[config.mk]
export PLATFORM = sky130hd
export DESIGN_NAME = i2c_target_regs
export DESIGN_NICKNAME = d
export VERILOG_FILES = /design/src/rtl/i2c_target_regs.sv
export SDC_FILE = /design/constraint.sdc
export NUM_CORES = 1
export LEC_CHECK = 0
export CAP_MARGIN = 10
export CORE_MARGIN = 2
export CORE_UTILIZATION = 50
export DETAILED_ROUTE_END_ITERATION = 8
export PLACE_DENSITY = 0.79
export SYNTH_ARGS = -nofsm -noshare
export SYNTH_HDL_FRONTEND = slang
export SYNTH_SLANG_ARGS = --single-unit
[constraint.sdc]
create_clock -name i_clk -period 3.66 [get_ports i_clk]
set_input_delay 0.732 -clock i_clk [delete_from_list [all_inputs] [get_ports i_clk]]
set_output_delay 0.732 -clock i_clk [all_outputs]
set_load 0.005 [all_outputs]
[src/rtl/i2c_target_regs.sv]
// ---------------------------------------------------------------------------
// i2c_target_regs
//   I2C target (responder) running entirely in the i_clk domain. SCL/SDA are
//   oversampled, START/STOP and SCL edges are detected, and the bus is exposed
//   as a byte-wide register-access port: an 8-bit pointer, a one-cycle write
//   strobe, and a combinational read-data return path.
//   Supports pointer write, burst write, burst read and repeated START.
//   SDA is driven open-drain through o_sda_oe. SCL is never driven.
//
// Optional build macro: I2C_TARGET_GENERAL_CALL_EN
//   When defined, address 0x00+W is ACKed. A following 0x06 is ACKed and
//   clears the pointer. Any other byte is NACKed. When undefined, address
//   0x00 is an ordinary mismatch.
//
// Ports
//   i_clk       system clock (>= 8x SCL)
//   i_rst_n     asynchronous active-low reset
//   i_scl       resolved SCL level
//   i_sda       resolved SDA level
//   o_sda_oe    1 = pull SDA low
//   o_wr_valid  one-cycle write strobe
//   o_wr_addr   write register address
//   o_wr_data   write data
//   o_rd_addr   read register address (always the pointer)
//   i_rd_data   read data for o_rd_addr (combinational from owner)
//   o_busy      high from an address-matched START until STOP
// ---------------------------------------------------------------------------
module i2c_target_regs #(
  parameter logic [6:0]  TARGET_ADDR = 7'b1011001,
  parameter int unsigned SYNC_STAGES = 2
) (
  input  logic       i_clk,
  input  logic       i_rst_n,
  input  logic       i_scl,
  input  logic       i_sda,
  output logic       o_sda_oe,
  output logic       o_wr_valid,
  output logic [7:0] o_wr_addr,
  output logic [7:0] o_wr_data,
  output logic [7:0] o_rd_addr,
  input  logic [7:0] i_rd_data,
  output logic       o_busy
);

`ifdef I2C_TARGET_GENERAL_CALL_EN
  localparam bit GC_EN = 1'b1;
`else
  localparam bit GC_EN = 1'b0;
`endif

  typedef enum logic [3:0] {
    S_IDLE,
    S_ADDR,
    S_ADDR_ACK,
    S_PTR,
    S_PTR_ACK,
    S_WDATA,
    S_WDATA_ACK,
    S_RDATA,
    S_RDATA_ACK,
    S_IGNORE
  } state_t;

  // Input conditioning
  logic [SYNC_STAGES-1:0] scl_sync_q, sda_sync_q;
  logic                   scl_prev_q, sda_prev_q;
  logic                   scl_s, sda_s;
  logic                   scl_rise, scl_fall, start_det, stop_det;

  always_ff @(posedge i_clk or negedge i_rst_n) begin
    if (!i_rst_n) begin
      scl_sync_q <= '1;
      sda_sync_q <= '1;
      scl_prev_q <= 1'b1;
      sda_prev_q <= 1'b1;
    end else begin
      scl_sync_q <= {scl_sync_q[SYNC_STAGES-2:0], i_scl};
      sda_sync_q <= {sda_sync_q[SYNC_STAGES-2:0], i_sda};
      scl_prev_q <= scl_sync_q[SYNC_STAGES-1];
      sda_prev_q <= sda_sync_q[SYNC_STAGES-1];
    end
  end

  assign scl_s     = scl_sync_q[SYNC_STAGES-1];
  assign sda_s     = sda_sync_q[SYNC_STAGES-1];
  assign scl_rise  =  scl_s & ~scl_prev_q;
  assign scl_fall  = ~scl_s &  scl_prev_q;
  // SDA may only change with SCL high for START/STOP; require SCL high on
  // both the old and new sample so an SCL edge is never mistaken for one.
  assign start_det = scl_s & scl_prev_q &  sda_prev_q & ~sda_s;
  assign stop_det  = scl_s & scl_prev_q & ~sda_prev_q &  sda_s;

  // Protocol state
  state_t     state_q, state_d;
  logic [3:0] bitcnt_q, bitcnt_d;
  logic [7:0] shift_q, shift_d;
  logic [7:0] ptr_q, ptr_d;
  logic       oe_q, oe_d;
  logic       busy_q, busy_d;
  logic       rw_q, rw_d;
  logic       gc_q, gc_d;
  logic       wr_valid_q, wr_valid_d;
  logic [7:0] wr_addr_q, wr_addr_d;
  logic [7:0] wr_data_q, wr_data_d;

  always_ff @(posedge i_clk or negedge i_rst_n) begin
    if (!i_rst_n) begin
      state_q    <= S_IDLE;
      bitcnt_q   <= '0;
      shift_q    <= '0;
      ptr_q      <= '0;
      oe_q       <= 1'b0;
      busy_q     <= 1'b0;
      rw_q       <= 1'b0;
      gc_q       <= 1'b0;
      wr_valid_q <= 1'b0;
      wr_addr_q  <= '0;
      wr_data_q  <= '0;
    end else begin
      state_q    <= state_d;
      bitcnt_q   <= bitcnt_d;
      shift_q    <= shift_d;
      ptr_q      <= ptr_d;
      oe_q       <= oe_d;
      busy_q     <= busy_d;
      rw_q       <= rw_d;
      gc_q       <= gc_d;
      wr_valid_q <= wr_valid_d;
      wr_addr_q  <= wr_addr_d;
      wr_data_q  <= wr_data_d;
    end
  end

  always_comb begin
    state_d    = state_q;
    bitcnt_d   = bitcnt_q;
    shift_d    = shift_q;
    ptr_d      = ptr_q;
    oe_d       = oe_q;
    busy_d     = busy_q;
    rw_d       = rw_q;
    gc_d       = gc_q;
    wr_valid_d = 1'b0;
    wr_addr_d  = wr_addr_q;
    wr_data_d  = wr_data_q;

    if (stop_det) begin
      state_d = S_IDLE;
      oe_d    = 1'b0;
      busy_d  = 1'b0;
      gc_d    = 1'b0;
    end else if (start_det) begin
      state_d  = S_ADDR;
      bitcnt_d = '0;
      oe_d     = 1'b0;
      gc_d     = 1'b0;
    end else if (scl_rise) begin
      case (state_q)
        S_ADDR, S_PTR, S_WDATA: begin
          shift_d  = {shift_q[6:0], sda_s};
          bitcnt_d = bitcnt_q + 4'd1;
        end
        S_RDATA: bitcnt_d = bitcnt_q + 4'd1;
        S_RDATA_ACK: begin
          // Advance on ACK so i_rd_data is valid for the reload at the fall.
          if (!sda_s) ptr_d = ptr_q + 8'd1;
          else        state_d = S_IGNORE;
        end
        default: ;
      endcase
    end else if (scl_fall) begin
      case (state_q)
        S_ADDR: begin
          if (bitcnt_q == 4'd8) begin
            if (shift_q[7:1] == TARGET_ADDR) begin
              oe_d    = 1'b1;
              busy_d  = 1'b1;
              rw_d    = shift_q[0];
              state_d = S_ADDR_ACK;
            end else if (GC_EN && shift_q == 8'h00) begin
              oe_d    = 1'b1;
              busy_d  = 1'b1;
              rw_d    = 1'b0;
              gc_d    = 1'b1;
              state_d = S_ADDR_ACK;
            end else begin
              state_d = S_IGNORE;
            end
          end
        end
        S_ADDR_ACK: begin
          bitcnt_d = '0;
          if (rw_q) begin
            shift_d = i_rd_data;
            oe_d    = ~i_rd_data[7];
            state_d = S_RDATA;
          end else begin
            oe_d    = 1'b0;
            state_d = S_PTR;
          end
        end
        S_PTR: begin
          if (bitcnt_q == 4'd8) begin
            if (gc_q) begin
              if (shift_q == 8'h06) begin
                ptr_d   = '0;
                oe_d    = 1'b1;
                state_d = S_PTR_ACK;
              end else begin
                state_d = S_IGNORE;
              end
            end else begin
              ptr_d   = shift_q;
              oe_d    = 1'b1;
              state_d = S_PTR_ACK;
            end
          end
        end
        S_PTR_ACK: begin
          oe_d     = 1'b0;
          bitcnt_d = '0;
          state_d  = gc_q ? S_IGNORE : S_WDATA;
        end
        S_WDATA: begin
          if (bitcnt_q == 4'd8) begin
            wr_valid_d = 1'b1;
            wr_addr_d  = ptr_q;
            wr_data_d  = shift_q;
            ptr_d      = ptr_q + 8'd1;
            oe_d       = 1'b1;
            state_d    = S_WDATA_ACK;
          end
        end
        S_WDATA_ACK: begin
          oe_d     = 1'b0;
          bitcnt_d = '0;
          state_d  = S_WDATA;
        end
        S_RDATA: begin
          if (bitcnt_q == 4'd8) begin
            oe_d    = 1'b0;
            state_d = S_RDATA_ACK;
          end else begin
            // shift_q[7] is the bit on the wire; present the next one.
            oe_d    = ~shift_q[6];
            shift_d = {shift_q[6:0], 1'b0};
          end
        end
        S_RDATA_ACK: begin
          bitcnt_d = '0;
          shift_d  = i_rd_data;
          oe_d     = ~i_rd_data[7];
          state_d  = S_RDATA;
        end
        default: ;
      endcase
    end
  end

  assign o_sda_oe   = oe_q;
  assign o_wr_valid = wr_valid_q;
  assign o_wr_addr  = wr_addr_q;
  assign o_wr_data  = wr_data_q;
  assign o_rd_addr  = ptr_q;
  assign o_busy     = busy_q;

endmodule

==> flow_summary_export.csv <==
group,metric,value,unit
yosys,synthArstFlopShare,100.0,%
floorplan,rows,26,
drt,dr_wl_met3,288,um
clocking,cts_resized,0,
run,cap_violations,0,
yosys,ys_ff_latch,50,
critical_path,cpMaxStageDelayCell,"or4_1",
floorplan,die_area,0.005967,mm^2
global_routing,first_global_vias,1961,
critical_path,critPathTopFamily,"simple AND/OR/NAND/NOR gates",
clocking,cts_buffer_depth,2,
timing,finalSetupTns,0,ns
clocking,clk_pin_slew,0.09,ns
global_routing,track_usage,20.74,%
layout,diodes,0,
placement,gp_congestion,0.9517,
drt,routed_wirelength,5.892,mm
yosys,synth_area,0.002683,mm^2
critical_path,criticalPathCategory,"reg -> reg",
layout,fill_cells,449,
clocking,post_cts_buffers,0,
yosys,ys_types,46,
drt,drt-initial-drc-count,181,
timing,fin_skew,0.005337,ns
floorplan,io_pins,39,
timing,period_share,70.53,%
floorplan,die_x,77.25,um
yosys,ys.flop_type,"dfrtp_1",
drt,drt-met1-wl,2.773,mm
yosys,synth_edf_count,0,
critical_path,arrival,2.79,ns
hold_path,holdCritPathClass,"reg -> reg",
yosys,syn_nets,270,
clocking,cts_tree,"done",
timing,setup_viol,0,
yosys,syn_inst,252,
yosys,ys_seq_area_share,46.92,%
critical_path,critPathLaunchType,"flop",
pwr,peakVddDrop,0.2942,mV
floorplan,core_area,0.005140,mm^2
drt,routedWlPerCell,16.32,um
clocking,clockRootBuffer,"clkbuf_8",
floorplan,die_height,77.25,um
timing,slew-limit-headroom,27.74,%
critical_path,startpoint,"scl_prev_q",
critical_path,cp.depth,7,
critical_path,crit_buf_inv,2,
global_routing,grt_first_pass_wirelength,9.742,mm
hold_path,hp-start,"scl_sync_q[0]",
yosys,synth_warnings,0,
pwr,powerDensity,574.8,mW/mm^2
drt,vias,2118,
outcome,status,"complete, no violations",
critical_path,slowest_delay,0.63,ns
drt,antenna_left,0,
layout,drive_gt1_share,20.27,%
clocking,cts_buffers,5,
global_routing,overflow,0,
critical_path,worstPathRequired,3.87,ns
timing,final_hold_viol_count,0,
timing,period_needed,2.581,ns
drt,wl_met2,2.702,mm
critical_path,crit_path_end_kind,"flop",
hold_path,whs_path_depth,0,
timing,worst_slew_pin_slew,1.084,ns
critical_path,reg2reg_from,"scl_prev_q",
layout,nets,308,
clocking,clk_latency,0.31,ns
placement,dp_hpwl,4.100,mm
pwr,p_leak,1.363,nW
critical_path,reg2regPathDepth,7,
timing,rsz0062_at_grt,"false",
drt,drc_errors,0,
layout,synthToLayoutAreaGrowth,20.34,%
drt,highest_layer,"met4",
pwr,total_power,1.856,mW
clocking,clock_sinks,50,
floorplan,start_util,52.19,%
critical_path,crit_fanout,19,
drt,viasPerCell,5.867,
placement,io_buffer_count,38,
global_routing,grt_max_degree,51,
critical_path,cp_cell_sequence,"inv_1, ha_1, or4_1, a211oi_2, buf_4, o21ai_0, a22o_1",
yosys,synth_area_per_cell,10.65,um^2
global_routing,antenna_found_initial,0,
drt,dr.pass1.iters,4,
timing,max_freq,0.3874,GHz
clocking,cts_hold_buf,0,
timing,finalMaxSlewViolations,0,
clocking,htree_levels,2,
==> sequential cells by signal, summed over array words and instances (netlist names) <==
signal,count
sda_sync_q,2
o_rd_addr,8
rw_q,1
scl_sync_q,2
bitcnt_q,4
o_busy,1
o_wr_data,8
sda_prev_q,1
o_wr_addr,8
o_sda_oe,1
shift_q,8
scl_prev_q,1
o_wr_valid,1
state_q,4
==> synth_stat cells, drive strengths merged (2+ instances only) <==
cell type	instances	area share, %
a22o	2	0.65
mux2	33	14
a21oi	20	3.7
nor4	2	0.47
dfrtp	44	41
or2	3	0.70
inv	8	1.1
and3	4	0.93
o21ai	9	1.7
dfstp	6	5.9
mux2i	2	0.75
nor2	13	1.8
nand4b	2	0.65
o32ai	3	0.98
nor3	8	1.7
clkbuf	2	0.28
nand3	9	1.7
buf	8	1.7
o211ai	2	0.56
a311oi	2	0.65
a311o	2	0.75
nor2b	6	1.4
o22ai	2	0.47
a2111oi	2	2.1
ha	6	2.8
xnor2	2	0.65
nand2	22	3.1
nand2b	5	1.2
a31oi	4	0.93
nand3b	4	1.1
a21o	2	0.56
==> cell families after synthesis <==
family	Yosys count	synth area share (%)
AOI/OAI and AO/OA	54	14.46
xor gates and xnor gates	3	0.9797
adders and majority gates	6	2.798
DFF	50	46.92
muxes	35	14.60
buffers and inverters	18	3.078
and+or+nand+nor	86	17.16
==> placed cells by master, fill, tap and decap left out, types with 2 or more instances in the layout <==
master and count:
a2111oi_4 2, a21o_1 2, a21oi_1 20, a22o_1 2, a311o_1 2, a311oi_1 2, a31oi_1 4, and3_1 4
buf_4 3, clkbuf_8 5, clkdlybuf4s50_1 37, dfrtp_1 44, dfstp_2 6, ha_1 6, inv_1 8, mux2_2 33
mux2i_1 2, nand2_1 22, nand2b_1 5, nand3_1 9, nand3b_1 4, nand4b_1 2, nor2_1 13, nor2b_1 6
nor3_1 7, nor4_1 2, o211ai_1 2, o21ai_0 9, o22ai_1 2, o32ai_1 3, or2_2 3, xnor2_1 2
==> layer usage <==
metal	GRT usage [%]	vias up
met3	4.000	13
li1	-	998
met5	0	-
met4	8.036	0
met2	32.52	69
met1	28.47	1038
==> per-stage QoR <==
| step | worst slack (ns) | instance area, um^2 | cells | util [%] | hold slack, ns |
|---|---|---|---|---|---|
| after floorplan | 1.391 | 2683 | 252 | - | 0.3452 |
| after global placement | 1.165 | 3115 | 353 | 60.61 | 0.3465 |
| after detailed placement | 1.106 | 3115 | 353 | 60.61 | 0.3468 |
| after CTS | 1.090 | 3228 | 361 | 62.80 | 0.3605 |
| after global routing | 0.8919 | 3228 | 361 | 62.80 | 0.3686 |
| final | 1.079 | 3228 | 361 | 62.80 | 0.3590 |
==> layout make-up <==
type,count,area (um^2),share of cell area [%]
clock buffer,5,68.82,2.132
clock inverter,3,43.79,1.357
inverter,8,30.03,0.9302
multi-input combinational,184,1341,41.55
sequential,50,1259,38.99
tap,70,87.58,2.713
timing repair buffer,41,397.9,12.33
==> report_power, final <==
group | internal, mW | total (mW) | switching, mW
registers | 0.674 | 0.888 | 0.215
clock network | 0.205 | 0.395 | 0.190
logic | 0.307 | 0.573 | 0.266
total | 1.19 | 1.86 | 0.670
==> worst paths after layout <==
path / slack, ns / endpoint
max in group asynchronous: 2.38 / o_wr_addr[0]
worst min register to register: 0.36 / scl_sync_q[1]
min in group asynchronous: 0.62 / bitcnt_q[3]
worst max register to register: 1.08 / o_rd_addr[4]
worst min-delay path: 0.36 / scl_sync_q[1]
worst max-delay path: 1.08 / o_rd_addr[4]
(Power assumes the default switching activity.)
